**src/rtl/wb_burst_master.sv**
```systemverilog
`default_nettype none
// +--------------------------------------------------------------------------+
// | wb_burst_master                                                          |
// | Wishbone B3 initiator: turns a command/stream port into linear bursts.   |
// | Optional macro WB_BURST_MASTER_RTY_EN: resume after wbm_rty_i instead of |
// | aborting.                                                                |
// | Revision: 1.0                                                            |
// +--------------------------------------------------------------------------+
module wb_burst_master #(
  parameter int dw = 32,
  parameter int aw = 32,
  parameter int lw = 8
) (
  input  logic          wb_clk_i,
  input  logic          wb_rst_i,
  input  logic          cmd_valid_i,
  output logic          cmd_ready_o,
  input  logic          cmd_we_i,
  input  logic [aw-1:0] cmd_adr_i,
  input  logic [lw-1:0] cmd_len_i,
  input  logic [dw-1:0] wdat_i,
  input  logic          wdat_valid_i,
  output logic          wdat_ready_o,
  output logic [dw-1:0] rdat_o,
  output logic          rdat_valid_o,
  output logic          done_o,
  output logic          err_o,
  output logic [aw-1:0] wbm_adr_o,
  output logic [1:0]    wbm_bte_o,
  output logic [2:0]    wbm_cti_o,
  output logic          wbm_cyc_o,
  output logic          wbm_stb_o,
  output logic          wbm_we_o,
  output logic [3:0]    wbm_sel_o,
  output logic [dw-1:0] wbm_dat_o,
  input  logic          wbm_ack_i,
  input  logic          wbm_err_i,
  input  logic          wbm_rty_i,
  input  logic [dw-1:0] wbm_dat_i
);

  localparam logic [1:0] c_idle  = 2'd0;
  localparam logic [1:0] c_bus   = 2'd1;
  localparam logic [1:0] c_retry = 2'd2;

  logic [1:0]    r_state;
  logic [1:0]    w_next_state;
  logic          r_we;
  logic [aw-1:0] r_adr;
  logic [lw-1:0] r_rem;
  logic [dw-1:0] r_rdat;
  logic          r_rdat_valid;
  logic          r_done;
  logic          r_err;

  logic w_in_bus;
  logic w_stb;
  logic w_abort;
  logic w_retry;
  logic w_beat_ack;
  logic w_last;

  assign w_in_bus = (r_state == c_bus);
  assign w_last   = (r_rem == '0);
  // Writes only strobe while the stream has data; otherwise cyc is held as a wait state.
  assign w_stb    = w_in_bus & (r_we ? wdat_valid_i : 1'b1);

`ifdef WB_BURST_MASTER_RTY_EN
  assign w_abort = w_in_bus & wbm_err_i;
  assign w_retry = w_in_bus & wbm_rty_i & ~wbm_err_i;
`else
  assign w_abort = w_in_bus & (wbm_err_i | wbm_rty_i);
  assign w_retry = 1'b0;
`endif

  // A terminating err or rty takes priority over an ack in the same cycle.
  assign w_beat_ack = w_stb & wbm_ack_i & ~w_abort & ~w_retry;

  always_ff @(posedge wb_clk_i) begin
    if (wb_rst_i) begin
      r_state <= c_idle;
    end else begin
      r_state <= w_next_state;
    end
  end

  always_comb begin
    w_next_state = r_state;
    case (r_state)
      c_idle: begin
        if (cmd_valid_i) begin
          w_next_state = c_bus;
        end
      end
      c_bus: begin
        if (w_abort) begin
          w_next_state = c_idle;
        end else if (w_retry) begin
          w_next_state = c_retry;
        end else if (w_beat_ack && w_last) begin
          w_next_state = c_idle;
        end
      end
      c_retry: begin
        w_next_state = c_bus;
      end
      default: begin
        w_next_state = c_idle;
      end
    endcase
  end

  always_comb begin
    cmd_ready_o  = (r_state == c_idle);
    wbm_cyc_o    = w_in_bus;
    wbm_stb_o    = w_stb;
    wbm_we_o     = w_in_bus & r_we;
    wbm_sel_o    = w_in_bus ? 4'hf : 4'h0;
    wbm_bte_o    = 2'b00;
    wbm_cti_o    = w_in_bus ? (w_last ? 3'b111 : 3'b010) : 3'b000;
    wbm_adr_o    = r_adr;
    wbm_dat_o    = wdat_i;
    wdat_ready_o = w_beat_ack & r_we;
    rdat_o       = r_rdat;
    rdat_valid_o = r_rdat_valid;
    done_o       = r_done;
    err_o        = r_err;
  end

  always_ff @(posedge wb_clk_i) begin
    if (wb_rst_i) begin
      r_we         <= 1'b0;
      r_adr        <= '0;
      r_rem        <= '0;
      r_rdat       <= '0;
      r_rdat_valid <= 1'b0;
      r_done       <= 1'b0;
      r_err        <= 1'b0;
    end else begin
      r_rdat_valid <= 1'b0;
      r_done       <= 1'b0;
      r_err        <= 1'b0;
      if ((r_state == c_idle) && cmd_valid_i) begin
        r_we  <= cmd_we_i;
        r_adr <= cmd_adr_i;
        r_rem <= cmd_len_i;
      end
      if (w_abort) begin
        r_done <= 1'b1;
        r_err  <= 1'b1;
      end
      if (w_beat_ack) begin
        r_adr <= r_adr + aw'(4);
        if (w_last) begin
          r_done <= 1'b1;
        end else begin
          r_rem <= r_rem - lw'(1);
        end
        if (!r_we) begin
          r_rdat       <= wbm_dat_i;
          r_rdat_valid <= 1'b1;
        end
      end
    end
  end

endmodule
`default_nettype wire

```
**config.mk**
```make
export PLATFORM = sky130hd
export DESIGN_NAME = wb_burst_master
export DESIGN_NICKNAME = d
export VERILOG_FILES = /design/src/rtl/wb_burst_master.sv
export SDC_FILE = /design/constraint.sdc
export NUM_CORES = 1
export LEC_CHECK = 0
export BUFFER_PORTS_ARGS = -buffer_cell sky130_fd_sc_hd__buf_2
export CELL_PAD_IN_SITES_DETAIL_PLACEMENT = 0
export CELL_PAD_IN_SITES_GLOBAL_PLACEMENT = 1
export CORE_AREA = 5 5 118 120
export CTS_CLUSTER_SIZE = 25
export DETAILED_ROUTE_END_ITERATION = 6
export DIE_AREA = 0 0 123 125
export HOLD_SLACK_MARGIN = 0.06
export PLACE_DENSITY = 0.84
export SKIP_LAST_GASP = 1
export SLEW_MARGIN = 20
export SYNTH_ARGS = -nofsm -noshare
export SYNTH_HDL_FRONTEND = slang
export SYNTH_SLANG_ARGS = --single-unit
```
**constraint.sdc**
```tcl
create_clock -name wb_clk_i -period 4.4 [get_ports wb_clk_i]
set_clock_uncertainty 0.05 [all_clocks]
set_input_delay 0.88 -clock wb_clk_i [delete_from_list [all_inputs] [get_ports wb_clk_i]]
set_output_delay 0.88 -clock wb_clk_i [all_outputs]
set_load 0.05 [all_outputs]
```
=== Word-level counts from Yosys, hierarchy flattened ===
Cells that the tools add are included.

* Reduce and logical (&&, ||, !) cells: 8
* Multiplexer cells: 17
* $add $sub $neg: 2
* $mul: 0
* Order comparisons: 0
* Shift operators: 0
* Bitwise gates (word level): 10
* Equality and inequality tests: 4
* Div/mod/pow operators: 0

{| class="wikitable"
|+ Operator list
! kind !! count
|-
| $mux 32 || 2
|-
| $add 32x3->32 const B || 1
|-
| $mux 8 || 3
|-
| $logic_not 8->1 || 1
|-
| $sub 8x1->8 const B || 1
|-
| $and 1x1->1 || 6
|-
| $mux 2 || 3
|-
| $mux 3 || 2
|-
| $pmux 2 s3 || 1
|-
| $mux 1 || 5
|-
| $mux 4 || 1
|-
| $reduce_and 2->1 || 2
|-
| $ne 3x1->1 const B || 1
|-
| $not 1->1 || 3
|-
| $eq 2x1->1 const B || 1
|-
| $eq 2x2->1 const B || 1
|-
| $logic_and 1x1->1 || 2
|-
| $logic_not 2->1 || 1
|-
| $ne 2x2->1 const B || 1
|-
| $reduce_bool 2->1 || 1
|-
| $reduce_or 2->1 || 1
|-
| $or 1x1->1 || 1
|}

* Memories kept: 0
* Input bits: 112
* Memory bits (writable): 0
* Latch bits: 0
* Word-level logic and storage cells: 49
* Memory bits (read-only): 0
* Register bits: 78
* Output and inout port bits: 113

=== Depth between registers and ports, before layout ===
Gate-level depths: netlist (run 1).

* Word-level depth: 8
* Gate-level depth with buffers: 7
* Depth with buffers taken out: 7

=== Worst setup path before layout (run 1) ===
No wires, ideal clock.

* Path kind: register -> output
* From: register r_state[0]
* To: output port wbm_cti_o[2]
* Setup slack: 1155 ps
* Data required time: 3470 ps
* Cell stages (with the launch flop): 4
* Path buffers: 1
* Arrival: 2315 ps
* Cells stage by stage: dfxtp_1 inv_1 nor2_1 buf_4

* Longest elaborated chain between the ends: 2

{| class="wikitable"
|+ Ends and longest elaborated chain
! element !! line !! source
|-
| start: declaration || 46 || <nowiki>logic [1:0] r_state;</nowiki>
|-
| start signal: assignment || 81 || <nowiki>r_state <= c_idle;</nowiki>
|-
| start signal: assignment || 83 || <nowiki>r_state <= w_next_state;</nowiki>
|-
| $eq 2x1->1 || 63 || <nowiki>assign w_in_bus = (r_state == c_bus);</nowiki>
|-
| $mux 3 || 120 || <nowiki>wbm_cti_o = w_in_bus ? (w_last ? 3'b111 : 3'b010) : 3'b000;</nowiki>
|-
| end: declaration || 30 || <nowiki>output logic [2:0] wbm_cti_o,</nowiki>
|}

Every way passes these cells.

=== Worst setup path in the final report (run 1) ===
* From: register r_rem[0]
* To: output port wbm_cti_o[2]

* Longest elaborated chain between the ends: 3

{| class="wikitable"
|+ Ends and longest elaborated chain
! element !! line !! source
|-
| start: declaration || 50 || <nowiki>logic [lw-1:0] r_rem;</nowiki>
|-
| start signal: assignment || 146 || <nowiki>r_rem <= cmd_len_i;</nowiki>
|-
| start signal: assignment || 157 || <nowiki>r_rem <= r_rem - lw'(1);</nowiki>
|-
| $logic_not 8->1 || 64 || <nowiki>assign w_last = (r_rem == '0);</nowiki>
|-
| $mux 3 (2 in a row) || 120 ||
|}

Every way passes these cells.

==> results of run 1 <==
through the flow:
stage / cells / utilization, %
after global placement: 788 / 35.7
after floorplan: 522 / -
after CTS: 804 / 37.9
after global routing: 804 / 38.0
after detailed placement: 788 / 35.7
final: 804 / 38.0
worst max-delay path: stages, from the launching register on:
cell and delay (ps):
dfxtp_1 320, inv_1 100, ha_1 190, nor3b_1 400, nand2_1 210, nor2_1 160, buf_2 280
worst paths after layout:
check / start / slack [ps] / end
worst max-delay path: r_rem[0]$_SDFF_PP0_ / 1480 / wbm_cti_o[2]
worst min-delay path: rdat_o[12]$_SDFFE_PP0P_ / 400 / rdat_o[12]$_SDFFE_PP0P_
worst max register to register: r_state[0]$_SDFFE_PP0P_ / 2040 / r_rem[4]$_SDFF_PP0_
worst min register to register: rdat_o[12]$_SDFFE_PP0P_ / 400 / rdat_o[12]$_SDFFE_PP0P_
cells by family after synthesis:
| logic type | Yosys count | share of synthesized area (%) |
|---|---|---|
| other | 1 | 0.0944 |
| adder cells (fa/ha/maj) | 3 | 0.945 |
| flip-flops | 77 | 38.8 |
| buffers and inverters | 82 | 11.7 |
| multiplexers | 4 | 1.13 |
| AO/OA/AOI/OAI | 133 | 19.8 |
| XOR/XNOR | 5 | 1.10 |
| AND/OR/NAND/NOR | 216 | 26.4 |
synthesized netlist by cell type, types with 5 or more instances:
library cell / n / area share (%)
nand3_1: 16 / 2.0
a21oi_1: 67 / 8.4
dfxtp_1: 77 / 39
and4_1: 6 / 1.3
inv_1: 10 / 0.94
nor3_1: 13 / 1.6
and2_1: 5 / 0.79
a31oi_1: 13 / 2.0
nor4_1: 11 / 1.7
clkbuf_1: 27 / 2.6
o211ai_1: 5 / 0.94
and3_1: 9 / 1.4
nor2_1: 16 / 1.5
nand2_1: 115 / 11
a22oi_1: 5 / 0.94
o21ai_0: 18 / 2.3
nand4_1: 7 / 1.1
buf_4: 41 / 7.7
sequential cells by signal, summed over array words and instances, names as in the netlist:
signal,flops
err_o,1
r_rem,8
r_state,1
wbm_adr_o,32
r_we,1
rdat_valid_o,1
done_o,1
rdat_o,32
layout make-up:
class                      count  area (um^2)
multi-input combinational    363         1980
inverter                      10         37.5
clock buffer                  11          253
clock inverter                 5         35.0
timing repair buffer         162          823
sequential                    77         1540
fill                        1370         7990
tap                          176          220
where the power goes:
group | total [uW] | switching (uW) | internal, uW
clock | 703 | 290 | 412
sequential | 758 | 32.8 | 725
combinational | 284 | 200 | 84.6
total | 1750 | 523 | 1220
routing by layer:
metal / vias to the layer above / global-route usage (%) / share of wire, % / wire [um]
li1: 2000 / - / - / -
met1: 1837 / 19.5 / 43 / 5250
met2: 160 / 24.5 / 45 / 5500
met3: 25 / 5.92 / 9.6 / 1170
met4: 4 / 6.84 / 1.8 / 223
met5: - / 0 / 0.17 / 21
==> impl_metrics.ini, run 1 <==
[status]
status = finished clean

[setup_path]
path_max_fanout = 5
startpoint_type = flip-flop
critPathKind = reg2out
cp.required_ps = 3470
r2r_cells = 5
end_kind = output pin
cp.arrival_ps = 1990

[cts]
cts_resized = 0
cts.clk_slew.worst_paths_ps = 60
cts-root-buf = clkbuf_16
insertion_delay_ps = 330
clk_path_buf_depth = 2
cts_hold_buf = 0
htreeDepth = 3
cts_tree = built
cts_buffers = 9
post_cts_buffers = 0
cts_sinks = 77

[routing]
dr.pass1.iters = 5
ant_nets = 0
drcViolationCount = 0
drtIter0Drc = 238
via_per_inst = 5.01
via_count = 4026
wl_per_cell_um = 15.1
wl_um = 12200

[synth]
mappedNetlistArea_um2 = 3970
ys_seq_elements = 77
synth_warnings = 0
synth_cell_types = 50
syn_avg_cell_area_um2 = 7.62
yosysSeqAreaShare_pct = 38.8
synth_edf_count = 0
async_flop_share_pct = 0
synth_top_flop_cell = dfxtp_1
synthCells = 521

[global_route]
grt_first_pass_wirelength_um = 19700
grt-ovfl-total = 0
grt_pass1_vias = 3933
grt_usage_pct = 15.8
grt_max_degree = 59
antenna_found_initial = 2

[placed_design]
place_area_um2 = 4590
pre_cts_ws_ps = 1350
dp.final_hpwl_um = 8740
portBuffers = 158
gp_congestion = 0.819

[power_and_ir_drop]
powerDensity_nw_per_um2 = 357
total_power_uw = 1750
p_leak_uw = 0.00203
ir_drop_mv = 0.163

[floorplan]
initial_core_util_pct = 30.9
die_h_um = 125
io_pins = 225
core_area_um2 = 12900
fp.dieW_um = 123
die-area_um2 = 15400
std_cell_rows = 42

[timing]
rsz0062_at_grt = no
finalSetupViolCount = 0
slew_viol_final = 0
hold-worst-slack_ps = 404
period_needed_ps = 2920
finalWorstSetupSlack_ps = 1480
maxSlewHeadroom_pct = 42.3
fmax_ghz = 0.343
worstMarginPinSlew_ps = 862
tns_ps = 0
fin_crit_sh_pct = 66.3
hold_violations = 0

[final_layout]
area_delta_synth_final_pct = 23.0
final_common_cell = buf_2
mostFrequentLayoutCells = buf_2, nand2_1, dfxtp_1, a21oi_1, o21ai_0
fin_nets = 738
n_antenna_cell = 0
fin_area_um2 = 4890
layout-drive-gt1-share_pct = 30.1

[min_path]
hold_depth = 2
holdCritPathClass = reg2reg

[run]
maxCapViolCount = 0
Power figures use the tool's default switching activity.
==> inputs of run 2 (changes only) <==
--- a/config.mk
+++ b/config.mk
@@ -5,15 +5,16 @@
 export SDC_FILE = /design/constraint.sdc
 export NUM_CORES = 1
 export LEC_CHECK = 0
+export ABC_AREA = 1
 export BUFFER_PORTS_ARGS = -buffer_cell sky130_fd_sc_hd__buf_2
 export CELL_PAD_IN_SITES_DETAIL_PLACEMENT = 0
 export CELL_PAD_IN_SITES_GLOBAL_PLACEMENT = 1
-export CORE_AREA = 5 5 118 120
+export CORE_AREA = 5 5 127 129
 export CTS_CLUSTER_SIZE = 25
 export DETAILED_ROUTE_END_ITERATION = 6
-export DIE_AREA = 0 0 123 125
+export DIE_AREA = 0 0 132 134
 export HOLD_SLACK_MARGIN = 0.06
-export PLACE_DENSITY = 0.84
+export PLACE_DENSITY = 0.82
 export SKIP_LAST_GASP = 1
 export SLEW_MARGIN = 20
 export SYNTH_ARGS = -nofsm -noshare
==> constraint.sdc (replaced) <==
create_clock -name wb_clk_i -period 2.75 [get_ports wb_clk_i]
set_clock_uncertainty 0.05 [all_clocks]
set_input_delay 0.55 -clock wb_clk_i [delete_from_list [all_inputs] [get_ports wb_clk_i]]
set_output_delay 0.55 -clock wb_clk_i [all_outputs]
set_load 0.05 [all_outputs]
==> run 2 against run 1 <==
Effect of this change:
- core utilization decreased by 1.5 points
- die area increased by 15%
- combinational power increased by 87%
- first-iteration DRC count decreased by 7.6%
==> impl_metrics.ini, run 2 <==
[routing]
ant_nets = 0
drtIter0Drc = 220
wl_per_cell_um = 13.5
wl_um = 13600
via_per_inst = 4.56
drcViolationCount = 0
via_count = 4583
dr.pass1.iters = 4

[placed_design]
place_inst = 990
portBuffers = 158
place_area_um2 = 5150
gp_congestion = 0.855
dp.final_hpwl_um = 10100

[timing]
hold_violations = 0
worstMarginPinSlew_ps = 572
tns_ps = 0
maxSlewHeadroom_pct = 61.8
finalSetupViolCount = 0
rsz0062_at_grt = no
fin_crit_sh_pct = 88.3
slew_viol_final = 0
fmax_ghz = 0.412
period_needed_ps = 2430

[floorplan]
die_h_um = 134
core_area_um2 = 14900
die-area_um2 = 17700
fp.dieW_um = 132
initial_core_util_pct = 30.2
io_pins = 225
std_cell_rows = 45

[synth]
yosysMostFrequentCell = nand2_1
mappedNetlistArea_um2 = 4510
synth_edf_count = 0
synth_top_flop_cell = dfxtp_1
ys_seq_elements = 77
synthCells = 705
synth.top_cells.by_count = nand2_1, nor2_1, dfxtp_1, inv_1
synth_warnings = 0
synth_cell_types = 34
ys_top_cells_by_area = dfxtp_1, nand2_1, nor2_1, buf_4, nand3_1
synth_top_cell_area_share_pct = 34.2
syn_avg_cell_area_um2 = 6.40
yosysSeqAreaShare_pct = 34.2
synth_top_area_cell = dfxtp_1
async_flop_share_pct = 0

[cts]
cts_tree = built
cts_resized = 0
insertion_delay_ps = 350
cts_sinks = 77
cts_hold_buf = 0
htreeDepth = 3
cts-root-buf = clkbuf_16
cts.clk_slew.worst_paths_ps = 70
cts_buffers = 9
clk_path_buf_depth = 2
post_cts_buffers = 0

[final_layout]
final_common_cell = nand2_1
layout-drive-gt1-share_pct = 25.7
n_fill_cell = 1660
n_antenna_cell = 0
fin_nets = 928
mostFrequentLayoutCells = nand2_1, buf_2, nor2_1, dfxtp_1, inv_1
area_delta_synth_final_pct = 20.7
fin_area_um2 = 5440
final_cells = 1006

[global_route]
antenna_found_initial = 3
busiest_layer = met2
grt_pass1_vias = 4508
grt_max_degree = 44
grt_use_met1_pct = 18.4
grt_usage_pct = 15.4
gr-usage-met3_pct = 6.75
grt_first_pass_wirelength_um = 22400
grt_use_met2_pct = 24.3
grt-ovfl-total = 0

[setup_path]
cp.required_ps = 2150
cp_top_family = buffers and inverters
critPathKind = reg2out
path_cells = inv_1 > ha_1 > nand3_1 > nor3_2 > inv_1 > nor2_1 > buf_2
cp.buffers_inverters = 3
reg2reg_setup_slack_ps = 930
end_kind = output pin
startpoint_type = flip-flop
max_stage_delay_ps = 310
path_max_fanout = 6
path_common_cell = inv_1
crit_path_top_delay_cell = dfxtp_1
cp.arrival_ps = 1830

[min_path]
holdCritPathClass = in2reg

[power_and_ir_drop]
p_leak_uw = 0.00263
powerDensity_nw_per_um2 = 538
ir_drop_mv = 0.305

[run]
maxCapViolCount = 0

[status]
status = finished clean
[run 2: cell count changes in the layout (fill, tap and decap cells not counted), sizes merged, moves of 31 or more]
cell | before | now
a21oi | 67 | 35
inv | 10 | 71
nand2 | 115 | 183
nand3 | 17 | 48
nor2 | 16 | 141
o21ai | 18 | 56
[run 2: layout make-up]
class / count / area [um^2] / area share [%]
repair buffers: 164 / 848 / 15.6
multi-input cells: 496 / 2280 / 42.0
clock inverters: 7 / 63.8 / 1.17
well taps: 188 / 235 / 4.32
flip-flops and latches: 77 / 1540 / 28.3
clock buffers: 9 / 225 / 4.14
inverters: 65 / 244 / 4.48
[run 2: worst paths after layout]
kind                                start                   endpoint  cells past startpoint
setup reg to reg  r_state[0]$_SDFFE_PP0P_  wbm_adr_o[5]$_SDFFE_PP0P_                      7
setup / recovery      r_rem[0]$_SDFF_PP0_               wbm_cti_o[0]                      7
hold reg to reg       r_rem[0]$_SDFF_PP0_        r_rem[0]$_SDFF_PP0_                      1
hold / removal               wbm_dat_i[5]     rdat_o[5]$_SDFFE_PP0P_                      3
[run 2: cells by family (layout without fill, tap and decap cells)]
| logic type | count (synthesis) | count (layout) | share of synthesized area, % |
|---|---|---|---|
| buffers and inverters | 133 | 245 | 15.3 |
| adder cells (fa/ha/maj) | 3 | 3 | 0.832 |
| other | 1 | 2 | 0.0831 |
| XOR/XNOR | 8 | 8 | 1.55 |
| flip-flops | 77 | 77 | 34.2 |
| AND/OR/NAND/NOR | 382 | 382 | 35.6 |
| AO/OA/AOI/OAI | 101 | 101 | 12.4 |
[run 2: routing by layer]
| metal | vias to the layer above | share of wire, % |
|---|---|---|
| li1 | 2384 | - |
| met1 | 2017 | 43 |
| met2 | 158 | 45 |
| met5 | - | 0.29 |
| met4 | 6 | 1.4 |
| met3 | 18 | 10 |
[run 2: power by group]
part	switching, uW	internal, uW	leakage [uW]
sequential	54.9	1160	0.000629
combinational	373	159	0.00186
clock	542	636	0.000144
[run 2: stage by stage]
stage | utilization [%] | setup WS (ps) | hold slack [ps] | power [uW]
floorplan | - | 1.20 | 356 | 1750
global placement | 34.5 | 651 | 365 | 1780
detailed placement | 34.5 | 639 | 377 | 1780
CTS | 36.5 | 283 | 351 | 2990
global route | 36.5 | 147 | 361 | 3090
finish | 36.5 | 323 | 369 | 2930
[run 2: tightest hold or removal path: cells and delay by family]
family,cells,cell delay [ps]
and+or+nand+nor,2,110
buffers and inverters,1,70
==> inputs of run 3 (changes only) <==
--- a/config.mk
+++ b/config.mk
@@ -15,6 +15,7 @@
 export DIE_AREA = 0 0 132 134
 export HOLD_SLACK_MARGIN = 0.06
 export PLACE_DENSITY = 0.82
+export RECOVER_POWER = 100
 export SKIP_LAST_GASP = 1
 export SLEW_MARGIN = 20
 export SYNTH_ARGS = -nofsm -noshare
==> run 3 against run 2 <==
Effect of this change:
- the run now ends with max-capacitance violations, max-slew violations left
- wire length decreased by 0.25%
- worst hold slack worse by 2.0 ps
- combinational power shrank 3%
- non-clock buffer count unchanged
- die area unchanged
- global-route usage unchanged
- clock power about the same
- flip-flop and latch count stayed put
- count of clock-buffer cells in the layout unchanged
- first-iteration DRC count is 14% lower
- final cell count is the same
- critical path type unchanged
- largest power group unchanged
- highest routed layer unchanged
==> impl_metrics.ini, run 3 (synthesis gave the netlist of run 2 again) <==
[timing]
maxSlewHeadroom_pct = -10.9
slew_viol_final = 34
hold_violations = 0
period_needed_ps = 2440
rsz0062_at_grt = no
tns_ps = 0
fin_crit_sh_pct = 88.8
finalSetupViolCount = 0
worstMarginPinSlew_ps = 1660
fmax_ghz = 0.409

[power_and_ir_drop]
power_frac_comb_pct = 17.6
p_leak_uw = 0.00231
power.internal_uw = 1940
switching_power_uw = 971
seq_power_share_pct = 41.9
powerDensity_nw_per_um2 = 550
p_sw_share_pct = 33.3
p_clk_share_pct = 40.5
ir_drop_mv = 0.304

[setup_path]
cp.required_ps = 2150
max_stage_delay_ps = 510
end_kind = output pin
cp.buffers_inverters = 2
path_max_fanout = 9
startpoint_type = flip-flop
path_cells = inv_1 > nor2_1 > nand2_4 > nor2_2 > clkbuf_2
cp_top_family = flip-flops
crit_path_top_delay_cell = dfxtp_1
critPathKind = reg2out
cp.arrival_ps = 1840

[final_layout]
regArea_um2 = 1540
final_cells = 1006
fin_nets = 928
layout-drive-gt1-share_pct = 15.4
multi_input_area_um2 = 2250
n_fill_cell = 1714
final_common_cell = nand2_1
mostFrequentLayoutCells = nand2_1, nor2_1, buf_2, dfxtp_1, clkbuf_1
area_delta_synth_final_pct = 17.5
n_antenna_cell = 0

[cts]
post_cts_buffers = 0
cts_tree = built
cts-root-buf = clkbuf_16
cts_hold_buf = 0
cts_resized = 0
clk_path_buf_depth = 2
htreeDepth = 3
cts.clk_slew.worst_paths_ps = 70
cts_buffers = 9
cts_sinks = 77
insertion_delay_ps = 350

[global_route]
grt-ovfl-total = 0
grt_use_met2_pct = 24.3
gr-usage-met3_pct = 6.75
grt_max_degree = 44
antenna_found_initial = 3
grt_first_pass_wirelength_um = 22400
grt_use_met1_pct = 18.4
busiest_layer = met2
grt_usage_pct = 15.4
grt_pass1_vias = 4508

[routing]
via_count = 4586
via_per_inst = 4.56
dr.pass1.iters = 4
ant_nets = 0
drtIter0Drc = 189
wl_um = 13500
drcViolationCount = 0
wl_per_cell_um = 13.5

[floorplan]
die-area_um2 = 17700
io_pins = 225
die_h_um = 134
fp.dieW_um = 132
std_cell_rows = 45
core_area_um2 = 14900
initial_core_util_pct = 30.2

[placed_design]
dp.final_hpwl_um = 10100
place_inst = 990
gp_congestion = 0.855
portBuffers = 158

[run]
maxCapViolCount = 1

[min_path]
holdCritPathClass = in2reg

[status]
status = finished, violations left
failed_checks = max-capacitance violations, max-slew violations
==> run 3: worst paths after layout <==
kind	startpoint	to	slack [ps]	cells after the start
hold reg to reg	r_rem[0]$_SDFF_PP0_	r_rem[0]$_SDFF_PP0_	380	1
hold / removal	wbm_dat_i[5]	rdat_o[5]$_SDFFE_PP0P_	370	3
setup reg to reg	r_state[0]$_SDFFE_PP0P_	r_rem[2]$_SDFF_PP0_	410	7
setup / recovery	r_state[0]$_SDFFE_PP0P_	wdat_ready_o	310	5
==> run 3: power groups by stage <==
stage	logic [uW]	registers (uW)	clock network, uW
floorplan	377	1370	0
global placement	534	1240	0
detailed placement	538	1250	0
CTS	539	1220	1230
global route	567	1230	1270
finish	513	1220	1180
==> run 3: worst min-delay path: stages <==
cell	delay (ps)
buf_2	70
nor2_1	30
nor2_1	80
==> run 3: routing by layer <==
layer	part of all wire, %	vias to the layer above
li1	-	2383
met1	44	2027
met2	44	148
met3	9.9	22
met4	1.8	6
met5	0.29	-
==> run 3: area by class of cell <==
type,count,share of cell area [%]
multi-input cells,496,42.4
repair buffers,164,14.0
flip-flops and latches,77,29.1
clock buffers,9,4.25
well taps,188,4.44
clock inverters,7,1.20
inverters,65,4.60
==> run 3: metrics by stage <==
step	hold WS [ps]	instance area (um^2)	power (uW)	setup slack [ps]	util, %
final	367	5300	2910	308	35.5
after global routing	361	5300	3070	104	35.5
after CTS	351	5440	2990	283	36.5
after detailed placement	377	5150	1780	639	34.5
after global placement	365	5150	1780	651	34.5
after floorplan	356	4520	1750	1.20	-
